===== src/rtl/id_ex_stage_pkg.sv =====
// ---------------------------------------------------------------------------
// id_ex_stage_pkg
// Purpose : Shared definitions for the ID/EX pipeline stage and its hazard
//           unit. Holds the ALU operation encodings, the datapath and
//           register-index widths, and the packed control bundle that
//           travels from ID to EX.
// Contents: alu_op_t  - ALU operation encodings
//           DW, RW    - datapath / register-index widths
//           ctrl_t    - control bundle, BUBBLE = all-zero (no side effect)
// ---------------------------------------------------------------------------
package id_ex_stage_pkg;

  localparam int DW = 32;
  localparam int RW = 5;

  typedef enum logic [3:0] {
    ALU_ADD = 4'b0000,
    ALU_AND = 4'b0010,
    ALU_OR  = 4'b0011
  } alu_op_t;

  typedef struct packed {
    logic [3:0] ALUCtrl;
    logic       Branch;
    logic       MemRead;
    logic       MemWrite;
    logic       RegWrite;
    logic       MemtoReg;
    logic       RegDst;
    logic       ALUSrc;
  } ctrl_t;

  // A bubble clears every control bit, so nothing downstream writes state.
  localparam ctrl_t BUBBLE = '0;

endpackage


===== src/rtl/id_ex_stage_hazard_unit.sv =====
// ---------------------------------------------------------------------------
// hazard_unit
// Purpose : Combinational load-use detection between the instruction in EX
//           and the instruction in ID. Kept separate so a forwarding unit
//           can reuse the same comparison logic.
// Ports   : exValid, exMemRead, exRt   - registered EX state
//           idValid, idRs, idRt        - ID instruction operands
//           idALUSrc, idMemWrite,
//           idBranch                   - decide whether ID reads rt
//           flush                      - branch squash (suppresses stall)
//           loadUse                    - raw load-use condition
//           hazardStall                - freeze PC and IF/ID this cycle
// ---------------------------------------------------------------------------
module hazard_unit
  import id_ex_stage_pkg::*;
#(
  parameter int RW = id_ex_stage_pkg::RW
) (
  input  logic          exValid,
  input  logic          exMemRead,
  input  logic [RW-1:0] exRt,
  input  logic          idValid,
  input  logic [RW-1:0] idRs,
  input  logic [RW-1:0] idRt,
  input  logic          idALUSrc,
  input  logic          idMemWrite,
  input  logic          idBranch,
  input  logic          flush,
  output logic          loadUse,
  output logic          hazardStall
);

  logic idUsesRt;

  // rt is a source for R-type ops (no immediate), stores and branches.
  assign idUsesRt = ~idALUSrc | idMemWrite | idBranch;

  // $0 is hard-wired zero, so a load targeting it never creates a dependency.
  assign loadUse = exValid & exMemRead & (exRt != '0) & idValid &
                   ((exRt == idRs) | (idUsesRt & (exRt == idRt)));

  // A flushed ID instruction is discarded anyway, so there is nothing to hold.
  assign hazardStall = loadUse & ~flush;

endmodule


===== src/rtl/id_ex_stage.sv =====
// ---------------------------------------------------------------------------
// id_ex_stage
// Purpose : ID/EX pipeline register of the 5-stage MIPS core. Registers the
//           decoded operands, extended immediate and control bits for EX,
//           inserts one bubble per load-use hazard, honours branch flush and
//           data-memory stall, and counts load-use bubbles (saturating).
// Ports   : clk, rst (async, active-high)
//           id_*        - decoded instruction from ID
//           flush       - squash ID instruction (taken branch)
//           mem_stall   - global freeze from data memory
//           ex_*        - registered copies presented to EX
//           hazard_stall- combinational, deasserts PC / IF/ID write
//           bubble_cnt  - saturating load-use bubble count
// ---------------------------------------------------------------------------
module id_ex_stage
  import id_ex_stage_pkg::*;
#(
  parameter int DW = id_ex_stage_pkg::DW,
  parameter int RW = id_ex_stage_pkg::RW,
  parameter int CW = 16
) (
  input  logic          clk,
  input  logic          rst,
  input  logic          id_valid,
  input  logic [DW-1:0] id_pc,
  input  logic [DW-1:0] id_rd1,
  input  logic [DW-1:0] id_rd2,
  input  logic [DW-1:0] id_imm,
  input  logic [RW-1:0] id_rs,
  input  logic [RW-1:0] id_rt,
  input  logic [RW-1:0] id_rd,
  input  logic [3:0]    id_ALUCtrl,
  input  logic          id_Branch,
  input  logic          id_MemRead,
  input  logic          id_MemWrite,
  input  logic          id_RegWrite,
  input  logic          id_MemtoReg,
  input  logic          id_RegDst,
  input  logic          id_ALUSrc,
  input  logic          flush,
  input  logic          mem_stall,
  output logic          ex_valid,
  output logic [DW-1:0] ex_pc,
  output logic [DW-1:0] ex_rd1,
  output logic [DW-1:0] ex_rd2,
  output logic [DW-1:0] ex_imm,
  output logic [RW-1:0] ex_rs,
  output logic [RW-1:0] ex_rt,
  output logic [RW-1:0] ex_rd,
  output logic [3:0]    ex_ALUCtrl,
  output logic          ex_Branch,
  output logic          ex_MemRead,
  output logic          ex_MemWrite,
  output logic          ex_RegWrite,
  output logic          ex_MemtoReg,
  output logic          ex_RegDst,
  output logic          ex_ALUSrc,
  output logic          hazard_stall,
  output logic [CW-1:0] bubble_cnt
);

  ctrl_t         idCtrl;
  ctrl_t         exCtrlReg;
  logic          exValidReg;
  logic [DW-1:0] exPcReg;
  logic [DW-1:0] exRd1Reg;
  logic [DW-1:0] exRd2Reg;
  logic [DW-1:0] exImmReg;
  logic [RW-1:0] exRsReg;
  logic [RW-1:0] exRtReg;
  logic [RW-1:0] exRdReg;
  logic [CW-1:0] bubbleCntReg;
  logic          loadUse;

  assign idCtrl = '{ALUCtrl:  id_ALUCtrl,
                    Branch:   id_Branch,
                    MemRead:  id_MemRead,
                    MemWrite: id_MemWrite,
                    RegWrite: id_RegWrite,
                    MemtoReg: id_MemtoReg,
                    RegDst:   id_RegDst,
                    ALUSrc:   id_ALUSrc};

  hazard_unit #(.RW(RW)) uHazard (
    .exValid     (exValidReg),
    .exMemRead   (exCtrlReg.MemRead),
    .exRt        (exRtReg),
    .idValid     (id_valid),
    .idRs        (id_rs),
    .idRt        (id_rt),
    .idALUSrc    (id_ALUSrc),
    .idMemWrite  (id_MemWrite),
    .idBranch    (id_Branch),
    .flush       (flush),
    .loadUse     (loadUse),
    .hazardStall (hazard_stall)
  );

  // Priority: memory stall freezes everything (including a pending load-use,
  // which simply re-evaluates once the stall drops), then flush, then
  // load-use, then normal capture.
  always_ff @(posedge clk or posedge rst) begin
    if (rst) begin
      exValidReg   <= 1'b0;
      exCtrlReg    <= BUBBLE;
      exPcReg      <= '0;
      exRd1Reg     <= '0;
      exRd2Reg     <= '0;
      exImmReg     <= '0;
      exRsReg      <= '0;
      exRtReg      <= '0;
      exRdReg      <= '0;
      bubbleCntReg <= '0;
    end else if (!mem_stall) begin
      if (flush || loadUse) begin
        exValidReg <= 1'b0;
        exCtrlReg  <= BUBBLE;
        exPcReg    <= '0;
        exRd1Reg   <= '0;
        exRd2Reg   <= '0;
        exImmReg   <= '0;
        exRsReg    <= '0;
        exRtReg    <= '0;
        exRdReg    <= '0;
        // Only genuine load-use bubbles are counted; flush bubbles are not.
        if (!flush && (bubbleCntReg != '1)) begin
          bubbleCntReg <= bubbleCntReg + CW'(1);
        end
      end else begin
        exValidReg <= id_valid;
        exCtrlReg  <= idCtrl;
        exPcReg    <= id_pc;
        exRd1Reg   <= id_rd1;
        exRd2Reg   <= id_rd2;
        exImmReg   <= id_imm;
        exRsReg    <= id_rs;
        exRtReg    <= id_rt;
        exRdReg    <= id_rd;
      end
    end
  end

  assign ex_valid    = exValidReg;
  assign ex_pc       = exPcReg;
  assign ex_rd1      = exRd1Reg;
  assign ex_rd2      = exRd2Reg;
  assign ex_imm      = exImmReg;
  assign ex_rs       = exRsReg;
  assign ex_rt       = exRtReg;
  assign ex_rd       = exRdReg;
  assign ex_ALUCtrl  = exCtrlReg.ALUCtrl;
  assign ex_Branch   = exCtrlReg.Branch;
  assign ex_MemRead  = exCtrlReg.MemRead;
  assign ex_MemWrite = exCtrlReg.MemWrite;
  assign ex_RegWrite = exCtrlReg.RegWrite;
  assign ex_MemtoReg = exCtrlReg.MemtoReg;
  assign ex_RegDst   = exCtrlReg.RegDst;
  assign ex_ALUSrc   = exCtrlReg.ALUSrc;
  assign bubble_cnt  = bubbleCntReg;

endmodule


===== config.mk =====
export PLATFORM = sky130hd
export DESIGN_NAME = id_ex_stage
export DESIGN_NICKNAME = d
export VERILOG_FILES = /design/src/rtl/id_ex_stage_pkg.sv /design/src/rtl/id_ex_stage_hazard_unit.sv /design/src/rtl/id_ex_stage.sv
export SDC_FILE = /design/constraint.sdc
export NUM_CORES = 1
export LEC_CHECK = 0
export CAP_MARGIN = 0
export CELL_PAD_IN_SITES_DETAIL_PLACEMENT = 0
export CELL_PAD_IN_SITES_GLOBAL_PLACEMENT = 1
export CORE_UTILIZATION = 27
export CTS_BUF_LIST = sky130_fd_sc_hd__clkbuf_8 sky130_fd_sc_hd__clkbuf_16
export CTS_CLUSTER_DIAMETER = 120
export DETAILED_ROUTE_END_ITERATION = 10
export PLACE_DENSITY_LB_ADDON = 0.1
export SYNTH_ARGS = -nofsm -noshare
export SYNTH_HDL_FRONTEND = slang
export SYNTH_SLANG_ARGS = --single-unit

===== constraint.sdc =====
create_clock -name clk -period 5.3 [get_ports clk]
set_input_delay 1.06 -clock clk [delete_from_list [all_inputs] [get_ports clk]]
set_output_delay 1.06 -clock clk [all_outputs]
set_load 0.01 [all_outputs]

==> flow_metrics.tcl <==
set metrics [dict create \
    cp_top_family "buffers and inverters" \
    ys_top_cells_by_count "dfrtp_1, a22o_1, clkbuf_1" \
    cp_data_required_time_ps 4240 \
    syn_nets 590 \
    p_leak_nw 4.59 \
    peakVddDrop_mv 0.181 \
    yosysMostFrequentCell "dfrtp_1" \
    hold_ws_ps 500 \
    crit_arrival_ps 3100 \
    critical_path.most_common_cell "clkdlybuf4s50_1" \
    cpPeakStageDelay_ps 630 \
    routed_wl_mm 19.9 \
    fin_area_um2 10500 \
    status "finished clean" \
    cp.depth 6 \
    stdcell_count 1074 \
    reg2reg_depth 6 \
    slew_headroom_pct 38.3 \
    fin_setup_tns_ps 0 \
    port_buffers 330 \
    fin_util_pct 46.2 \
    tightest_slew_ps 924 \
    grt_pass1_wl_mm 30.9 \
    grt_start_max_net_pins 134 \
    insertion_delay_ps 430 \
    drive_gt1_share_pct 5.79 \
    p_per_area_nw_per_um2 314 \
    r2r_start "ex_rt[0]" \
    clock_skew_ps 14.0 \
    htree_levels 4 \
    dieArea_um2 24000 \
    rows 55 \
    crit_path_end_kind "output pin" \
    cts_buffers 17 \
    vias 4972 \
    syn_avg_cell_area_um2 14.7 \
    critPathKind "input pin to output pin" \
    ys_seq_area_share_pct 67.9 \
    synth-main-ff-cell "dfrtp_1" \
    gr-total-overflow 0 \
    grt_setup_unrepaired "false" \
    post-route-min-period_ps 4160 \
    synth_top_area_share_pct 67.9 \
    worstSetupStartpoint "id_ALUSrc" \
    ios 331 \
    crit_chain "clkdlybuf4s50_1 > nor3b_1 > nor4_2 > a22oi_2 > nor3_1 > clkdlybuf4s50_1" \
    final_net_count 907 \
    synth_edf_count 0 \
    dpl_cell_area_um2 9900 \
    max_freq_mhz 241 \
    preCtsSetupSlack_ps 1160 \
    finalWeightedCongestion 0.764 \
    drc 0 \
    cts_tree "yes" \
    initial_core_util_pct 27.7 \
    wire_per_inst_um 18.6 \
    post_cts_buffers 0 \
    dieHeight_um 155 \
    grt_pass1_vias 5304 \
    synth.distinct_cells 24 \
    critPathCapture "hazard_stall" \
    ys_ff_latch 171 \
    postSynthCellCount 430 \
    first_iter_violations 313 \
    detail-route-antenna-nets 0 \
    start_kind "input pin" \
    drv_cap 0 \
    cp.buffers_inverters 2 \
    r2r_slack_ps 2730 \
    ys_warn_count 0 \
    ys_top_cells_by_area "dfrtp_1, a22o_1, xnor2_1" \
    min_path_type "register to register" \
    layout_setup_ws_ps 1140 \
    first_pass_iters 4 \
    placedCellCount 1041 \
    clkTransAtPathRegs_ps 60 \
    cts_buffer_depth 2 \
    path_max_fanout 3 \
    core_area_um2 22800 \
    period_share_pct 78.4 \
    grt_antenna_before_repair 1 \
    ctsHoldBuffers 0 \
    total_power_mw 3.31 \
    dp_hpwl_mm 13.7 \
    clock_sinks 171 \
    cts-resized-gates 0 \
    netlist_area_um2 6300 \
    slew_viol_final 0 \
    area_growth_pct 66.9 \
    slowest_stage "clkdlybuf4s50_1" \
    die_width_um 155 \
    hold_violations 0 \
    setup_viol 0 \
    cts-root-buf "clkbuf_16" \
    yosys.area.top_type "dfrtp_1" \
    r2r-end "bubble_cnt[15]" \
    synthArstFlopShare_pct 100 \
    grt_usage_pct 16.9 \
    viasPerCell 4.63 \
]
==> sequential cells by signal, summed over array words and instances (netlist names), 4 cells and up <==
signal,cells
bubble_cnt,16
ex_ALUCtrl,4
ex_pc,32
ex_rd2,32
ex_rs,5
ex_rt,5
ex_imm,32
ex_rd,5
ex_rd1,32
==> worst min-delay path by stage <==
| stage | start | to | depth (start not counted) | slack, ps |
|---|---|---|---|---|
| 2_1_floorplan | bubble_cnt[6] | bubble_cnt[6] | 1 | 520 |
| 3_3_place_gp | bubble_cnt[6] | bubble_cnt[6] | 1 | 480 |
| 3_5_place_dp | bubble_cnt[6] | bubble_cnt[6] | 1 | 480 |
| 4_1_cts | bubble_cnt[6] | bubble_cnt[6] | 1 | 500 |
| 5_1_grt | ex_imm[19] | ex_imm[19] | 1 | 520 |
| 6_report | bubble_cnt[11] | bubble_cnt[11] | 1 | 500 |
==> layout by cell type, fill, tap and decap left out <==
cell	count
a22o_1	154
and2_1	2
xor2_1	12
clkbuf_16	17
clkdlybuf4s50_1	329
a22oi_2	1
a22o_2	1
bufinv_16	2
nand2_1	6
buf_4	3
clkinvlp_4	3
diode_2	1
dfrtp_1	171
inv_6	2
nor4_2	1
and3_1	6
nor4b_4	1
clkbuf_8	3
clkinv_4	3
nor3b_1	1
mux2_2	1
o21a_4	1
nand4_1	8
nor2_1	4
nand3_1	4
nor3_1	4
and4bb_1	1
xnor2_1	13
buf_12	2
inv_8	3
ha_1	1
==> routing by layer <==
metal  share of wire (%)  routed length, µm  up-vias  global-route usage [%]
li1                    -                  -     2271                       -
met1                  43               8490     2464                    20.8
met2                  48               9490      209                    27.3
met3                 7.4               1470       28                    5.04
met4                 2.5                492        0                    7.45
met5                   0                  0        -                       0
==> report_power, final <==
group,internal (mW),switching (mW)
Sequential,1.40,0.0579
Combinational,0.333,0.207
Clock,0.748,0.564
==> cell type report <==
class | instances | area, µm²
Antenna cell | 1 | 2.50
Clock buffer | 20 | 467
Clock inverter | 12 | 153
Fill cell | 2075 | 12300
Inverter | 1 | 7.51
Multi-Input combinational cell | 222 | 1860
Sequential cell | 171 | 4280
Tap cell | 313 | 392
Timing Repair Buffer | 334 | 3360
==> cell families (layout without fill, tap and decap cells) <==
| kind of cell | after synthesis | count (layout) | synth area share, % |
|---|---|---|---|
| adders and majority gates | 1 | 1 | 0.198 |
| and+or+nand+nor | 38 | 38 | 3.71 |
| xor gates and xnor gates | 25 | 25 | 3.47 |
| AOI/OAI and AO/OA | 157 | 157 | 21.9 |
| other | 0 | 1 | 0 |
| muxes | 1 | 1 | 0.179 |
| buffers and inverters | 37 | 367 | 2.66 |
| DFF | 171 | 171 | 67.9 |
Note: power is estimated with default switching activity, not from simulation.
